**src/rtl/mips_pkg.sv**
```systemverilog
// Shared constants for the multi-cycle MIPS sequencer: opcodes, ALU codes, states, strobe bit positions.
// Pure declarations; no logic, no latency, no backpressure.
package mips_pkg;

    localparam logic [5:0] OP_RTYPE = 6'b000000;
    localparam logic [5:0] OP_LW    = 6'b100011;
    localparam logic [5:0] OP_SW    = 6'b101011;
    localparam logic [5:0] OP_BEQ   = 6'b000100;
    localparam logic [5:0] OP_J     = 6'b000010;
    localparam logic [5:0] FN_ADD   = 6'b100000;

    localparam logic [3:0] ALU_IDLE = 4'b0000;
    localparam logic [3:0] ALU_ADD  = 4'b0010;
    localparam logic [3:0] ALU_SUB  = 4'b0110;

    // muxctrl bit positions; alu_src_b occupies two bits starting at MX_SRCB
    localparam int MX_IORD      = 0;
    localparam int MX_REG_DST   = 1;
    localparam int MX_MEM_TO_REG = 2;
    localparam int MX_SRCA      = 3;
    localparam int MX_SRCB      = 4;

    localparam logic [1:0] SRCB_B     = 2'b00;
    localparam logic [1:0] SRCB_FOUR  = 2'b01;
    localparam logic [1:0] SRCB_IMM   = 2'b10;
    localparam logic [1:0] SRCB_SHIFT = 2'b11;

    localparam int MC_REG_WE  = 0;
    localparam int MC_MEM_WE  = 1;
    localparam int MC_MEM_REQ = 2;

    localparam logic [1:0] PC_ALU    = 2'b00;
    localparam logic [1:0] PC_BRANCH = 2'b01;
    localparam logic [1:0] PC_JUMP   = 2'b10;

    typedef enum logic [2:0] {
        S_FETCH  = 3'd0,
        S_DECODE = 3'd1,
        S_EXEC   = 3'd2,
        S_MEM    = 3'd3,
        S_WB     = 3'd4,
        S_TRAP   = 3'd5
    } state_t;

    typedef enum logic [2:0] {
        CL_ADD, CL_LW, CL_SW, CL_BEQ, CL_J, CL_ILL
    } iclass_t;

endpackage

```
**src/rtl/mips_seq_decode.sv**
```systemverilog
// Instruction classifier: op/func -> instruction class consumed by the sequencer FSM.
// Combinational, zero latency; no backpressure.
module mips_seq_decode
    import mips_pkg::*;
(
    input  logic [5:0] op,
    input  logic [5:0] func,
    output iclass_t    iclass
);

    always_comb begin
        iclass = CL_ILL;
        case (op)
            OP_RTYPE: iclass = (func == FN_ADD) ? CL_ADD : CL_ILL;
            OP_LW:    iclass = CL_LW;
            OP_SW:    iclass = CL_SW;
            OP_BEQ:   iclass = CL_BEQ;
            OP_J:     iclass = CL_J;
            default:  iclass = CL_ILL;
        endcase
    end

endmodule

```
**src/rtl/mips_multicycle_seq.sv**
```systemverilog
// Multi-cycle MIPS sequencer (FETCH/DECODE/EXEC/MEM/WB) driving datapath controls and a retire counter.
// CPI add 4, lw 5, sw 4, beq 3, j 2; each mem_ready-low cycle in FETCH/MEM stalls one cycle.
// Optional MIPS_SEQ_ILLEGAL_TRAP_EN: illegal instructions park in TRAP instead of retiring as NOP.
module mips_multicycle_seq
    import mips_pkg::*;
#(
    parameter int CNT_W = 32
) (
    input  logic             clk,
    input  logic             reset,
    input  logic [5:0]       op,
    input  logic [5:0]       func,
    input  logic             zero,
    input  logic             mem_ready,
    output logic [6:0]       muxctrl,
    output logic [2:0]       memctrl,
    output logic [3:0]       aluctrl,
    output logic [1:0]       pc_src,
    output logic             pc_we,
    output logic             ir_we,
    output logic             tgt_we,
    output logic [2:0]       state_o,
    output logic [CNT_W-1:0] retired,
    output logic             trap
);

    state_t     state, state_nxt;
    iclass_t    iclass;
    logic [6:0] mux_c;
    logic [2:0] mem_c;
    logic [3:0] alu_c;
    logic [1:0] pcs_c;
    logic       pcw_c, irw_c, tgw_c, retire_c, trap_c;

    mips_seq_decode u_decode (
        .op     (op),
        .func   (func),
        .iclass (iclass)
    );

    always_ff @(posedge clk or negedge reset) begin
        if (!reset) begin
            state   <= S_FETCH;
            retired <= '0;
        end else begin
            state <= state_nxt;
            if (retire_c)
                retired <= retired + {{(CNT_W-1){1'b0}}, 1'b1};
        end
    end

    always_comb begin
        state_nxt = state;
        mux_c     = '0;
        mem_c     = '0;
        alu_c     = ALU_IDLE;
        pcs_c     = PC_ALU;
        pcw_c     = 1'b0;
        irw_c     = 1'b0;
        tgw_c     = 1'b0;
        retire_c  = 1'b0;
        trap_c    = 1'b0;
        case (state)
            S_FETCH: begin
                mem_c[MC_MEM_REQ]      = 1'b1;
                mux_c[MX_SRCB +: 2]    = SRCB_FOUR;
                alu_c                  = ALU_ADD;
                if (mem_ready) begin
                    irw_c     = 1'b1;
                    pcw_c     = 1'b1;
                    state_nxt = S_DECODE;
                end
            end
            S_DECODE: begin
                // speculatively compute the branch target while the class resolves
                mux_c[MX_SRCB +: 2] = SRCB_SHIFT;
                alu_c               = ALU_ADD;
                tgw_c               = 1'b1;
                case (iclass)
                    CL_ADD, CL_LW, CL_SW, CL_BEQ: state_nxt = S_EXEC;
                    CL_J: begin
                        pcs_c     = PC_JUMP;
                        pcw_c     = 1'b1;
                        retire_c  = 1'b1;
                        state_nxt = S_FETCH;
                    end
                    default: begin
`ifdef MIPS_SEQ_ILLEGAL_TRAP_EN
                        state_nxt = S_TRAP;
`else
                        retire_c  = 1'b1;
                        state_nxt = S_FETCH;
`endif
                    end
                endcase
            end
            S_EXEC: begin
                mux_c[MX_SRCA] = 1'b1;
                alu_c          = ALU_ADD;
                case (iclass)
                    CL_ADD: state_nxt = S_WB;
                    CL_LW, CL_SW: begin
                        mux_c[MX_SRCB +: 2] = SRCB_IMM;
                        state_nxt           = S_MEM;
                    end
                    CL_BEQ: begin
                        alu_c     = ALU_SUB;
                        pcs_c     = PC_BRANCH;
                        pcw_c     = zero;
                        retire_c  = 1'b1;
                        state_nxt = S_FETCH;
                    end
                    default: state_nxt = S_FETCH;
                endcase
            end
            S_MEM: begin
                mem_c[MC_MEM_REQ] = 1'b1;
                mem_c[MC_MEM_WE]  = (iclass == CL_SW);
                mux_c[MX_IORD]    = 1'b1;
                if (mem_ready) begin
                    if (iclass == CL_LW) begin
                        irw_c     = 1'b1;
                        state_nxt = S_WB;
                    end else begin
                        retire_c  = 1'b1;
                        state_nxt = S_FETCH;
                    end
                end
            end
            S_WB: begin
                mem_c[MC_REG_WE]     = 1'b1;
                mux_c[MX_REG_DST]    = (iclass == CL_ADD);
                mux_c[MX_MEM_TO_REG] = (iclass == CL_LW);
                retire_c             = 1'b1;
                state_nxt            = S_FETCH;
            end
            S_TRAP: begin
`ifdef MIPS_SEQ_ILLEGAL_TRAP_EN
                trap_c    = 1'b1;
                state_nxt = S_TRAP;
`else
                state_nxt = S_FETCH;
`endif
            end
            default: state_nxt = S_FETCH;
        endcase
    end

    // outputs are forced quiet while reset is held, including the FETCH request
    assign muxctrl = reset ? mux_c : '0;
    assign memctrl = reset ? mem_c : '0;
    assign aluctrl = reset ? alu_c : ALU_IDLE;
    assign pc_src  = reset ? pcs_c : PC_ALU;
    assign pc_we   = reset & pcw_c;
    assign ir_we   = reset & irw_c;
    assign tgt_we  = reset & tgw_c;
    assign trap    = reset & trap_c;
    assign state_o = state;

endmodule

```
**config.mk**
```make
export PLATFORM = sky130hd
export DESIGN_NAME = mips_multicycle_seq
export DESIGN_NICKNAME = d
export VERILOG_FILES = /design/src/rtl/mips_pkg.sv /design/src/rtl/mips_seq_decode.sv /design/src/rtl/mips_multicycle_seq.sv
export SDC_FILE = /design/constraint.sdc
export NUM_CORES = 1
export LEC_CHECK = 0
export CORE_MARGIN = 2
export CORE_UTILIZATION = 45
export DETAILED_ROUTE_END_ITERATION = 6
export PLACE_DENSITY = 0.8
export SLEW_MARGIN = 10
export SYNTH_ARGS = -nofsm -noshare
export SYNTH_HDL_FRONTEND = slang
export SYNTH_HIERARCHICAL = 1
export SYNTH_SLANG_ARGS = --single-unit
```
**constraint.sdc**
```tcl
create_clock -name clk -period 6.6 [get_ports clk]
set_clock_uncertainty 0.15 [all_clocks]
set_input_delay 0.66 -clock clk [delete_from_list [all_inputs] [get_ports clk]]
set_output_delay 0.66 -clock clk [all_outputs]
set_load 0.02 [all_outputs]
```
==> flow_summary.yaml <==
outcome:
  status: "completed"
timing:
  slew_headroom_pct: 35.0
  fmax_mhz: 229
  slew_violations: 0
  hold_violations: 0
  setup_viol: 0
  finalSetupTns_ns: 0
  fin_ws_ns: 2.24
  rsz0062_at_grt: "false"
  fin_crit_ns: 4.36
  period_share_pct: 66.1
  worst_pin_slew_ns: 0.964
global_route:
  overflow: 0
  grt_max_degree: 41
  grt_pass1_wl_mm: 7.24
  grt_pass1_vias: 1580
  grt_usage_pct: 17.8
  antenna_found_initial: 0
place:
  dp_hpwl_mm: 3.27
  gp_congestion: 0.810
  portBuffers: 66
  dp_slack_ns: 2.22
final_layout:
  layout-drive-gt1-share_pct: 8.18
  syn_to_final_growth_pct: 36.7
  post-route-util_pct: 64.2
  antenna_cells: 0
  nets: 286
synth:
  synth_commonest_cells: "dfrtp_1 (35), nor2_1 (18), xnor2_1 (17)"
  synth_cell_type_count: 48
  synth_seq_cells: 35
  yosysWarnings: 6
  synth_top_area_cell: "dfrtp_1"
  async_reset_ff_share_pct: 100
  syn_avg_cell_area_sq_um: 10.1
  yosysSeqAreaShare_pct: 42.8
  synth_cells: 202
  synth.most_common_cell: "dfrtp_1"
  synth.cell_area_sq_mm: 0.00205
  synth-main-ff-cell: "dfrtp_1"
  yosys-top-cells-area: "dfrtp_1 (43%), xnor2_1 (7.3%), xor2_1 (6.4%)"
  synth-edff-count: 0
  synth_top_area_share_pct: 42.8
detailed_routing:
  drc: 0
  wl_per_cell_um: 13.8
  wirelength_mm: 4.44
  wl_met2_mm: 2.14
  m1WireLength_mm: 1.95
  vias: 1704
  dr_wl_met3_um: 271
  vias_per_cell: 5.31
  routed.top_layer: "met4"
  drtIter0Drc: 118
  ant_nets: 0
  dr.pass1.iters: 4
clocking:
  cts.htree.levels: 2
  cts_tree: "done"
  clk_pin_slew_worst_paths_ns: 0.07
  cts_buffers: 5
  cts_repair_resize_count: 0
  clockBufferDepth: 2
  cts_root_buf: "clkbuf_8"
  post-cts-setup-buffers: 0
  cts.sinks: 35
  clk_latency_ns: 0.29
  cts_hold_buffers: 0
die:
  row_count: 24
  die_h_um: 71.4
  start_util_pct: 47.0
  io_pins: 71
  dieArea_sq_mm: 0.00510
  fp.dieW_um: 71.4
  core_area_sq_mm: 0.00435
power_and_ir_drop:
  irDropWorstVdd_mv: 0.242
  cellLeakagePower_uw: 0.00118
  power_density_mw_per_mm2: 196
setup_path:
  path_cells: "clkdlybuf4s50_1 > or4_1 > nor3b_2 > o21ai_0 > xnor2_1 > or3_1 > a21oi_1 > clkdlybuf4s50_1"
  crit_path_frequent_cell: "clkdlybuf4s50_1"
  start_kind: "input pin"
  crit_fanout: 8
  required_ns: 5.79
  worstPathArrival_ns: 3.55
  critPathCaptureType: "output pin"
  max_stage_delay_ns: 0.62
  crit_type: "input pin to output pin"
  slowest_stage: "clkdlybuf4s50_1"
worst_hold_path:
  hold_path.class: "input pin to asynchronous set/reset pin"
flow_run:
  cap_violations: 0
## flip-flops by register name, summed over array words and instances (netlist names)
register	cells
state_o	3
retired	32
## worst max-delay path, delay by kind of cell
family,cells,cell delay [ns]
compound gates,2,0.51
simple gates,3,1.14
buf+inv,2,1.01
xor+xnor,1,0.23
## final cells by class
type                       count  area [sq um]
fill                         393          1560
clock inverter                 1          5.00
multi-input combinational    156          1090
timing repair buffer          66           656
sequential                    35           876
clock buffer                   6          82.6
tap                           52          65.1
inverter                       5          18.8
## logic make-up after synthesis
logic type | synth area share [%]
AND/OR/NAND/NOR | 27.9
flip-flops | 42.8
XOR/XNOR | 13.7
AO/OA/AOI/OAI | 8.99
buffers and inverters | 4.28
multiplexers | 1.53
adder cells (fa/ha/maj) | 0.612
other | 0.183
## layer usage
layer	GRT usage, %	vias to the layer above
met4	7.55	0
met1	23.3	821
met2	27.8	48
met3	4.92	9
met5	0	-
li1	-	826
## through the flow
| stage | instances | total power (uW) | hold slack [ns] | cell area [sq um] |
|---|---|---|---|---|
| final | 321 | 548 | 0.324 | 2800 |
| after global routing | 321 | 577 | 0.359 | 2800 |
| after CTS | 321 | 553 | 0.330 | 2800 |
| after detailed placement | 314 | 397 | 0.320 | 2710 |
| after global placement | 314 | 396 | 0.307 | 2710 |
| after floorplan | 205 | 332 | 0.214 | 2060 |
## where the power goes
group,switching (uW),total [uW],internal (uW)
clock,73.3,155,81.8
combinational,69.1,137,67.6
sequential,23.0,256,233
## placed cells by master (no fill, tap or decap), types with 4 or more instances in the layout
cell	netlist	layout
nor3_1	10	10
nand2b_1	8	8
nand2_1	15	15
clkdlybuf4s50_1	0	65
and2_1	4	4
nand3_1	13	13
clkbuf_8	0	6
nor2_1	18	18
dfrtp_1	35	35
conb_1	1	4
xnor2_1	17	17
inv_1	5	5
a21oi_1	7	7
xor2_1	15	15
## path summary, 6_finish.rpt
path	from	end	slack, ns	cells after the start
setup / recovery	func[1]	muxctrl[5]	2.24	8
hold / removal	reset	retired[22]	0.32	1
setup reg to reg	state_o[1]	retired[29]	4.39	5
hold reg to reg	retired[31]	retired[31]	0.33	1
max in group asynchronous	reset	retired[27]	5.44	1
min in group clk	retired[31]	retired[31]	0.33	1
No activity file was read; power rests on OpenSTA's default activity.
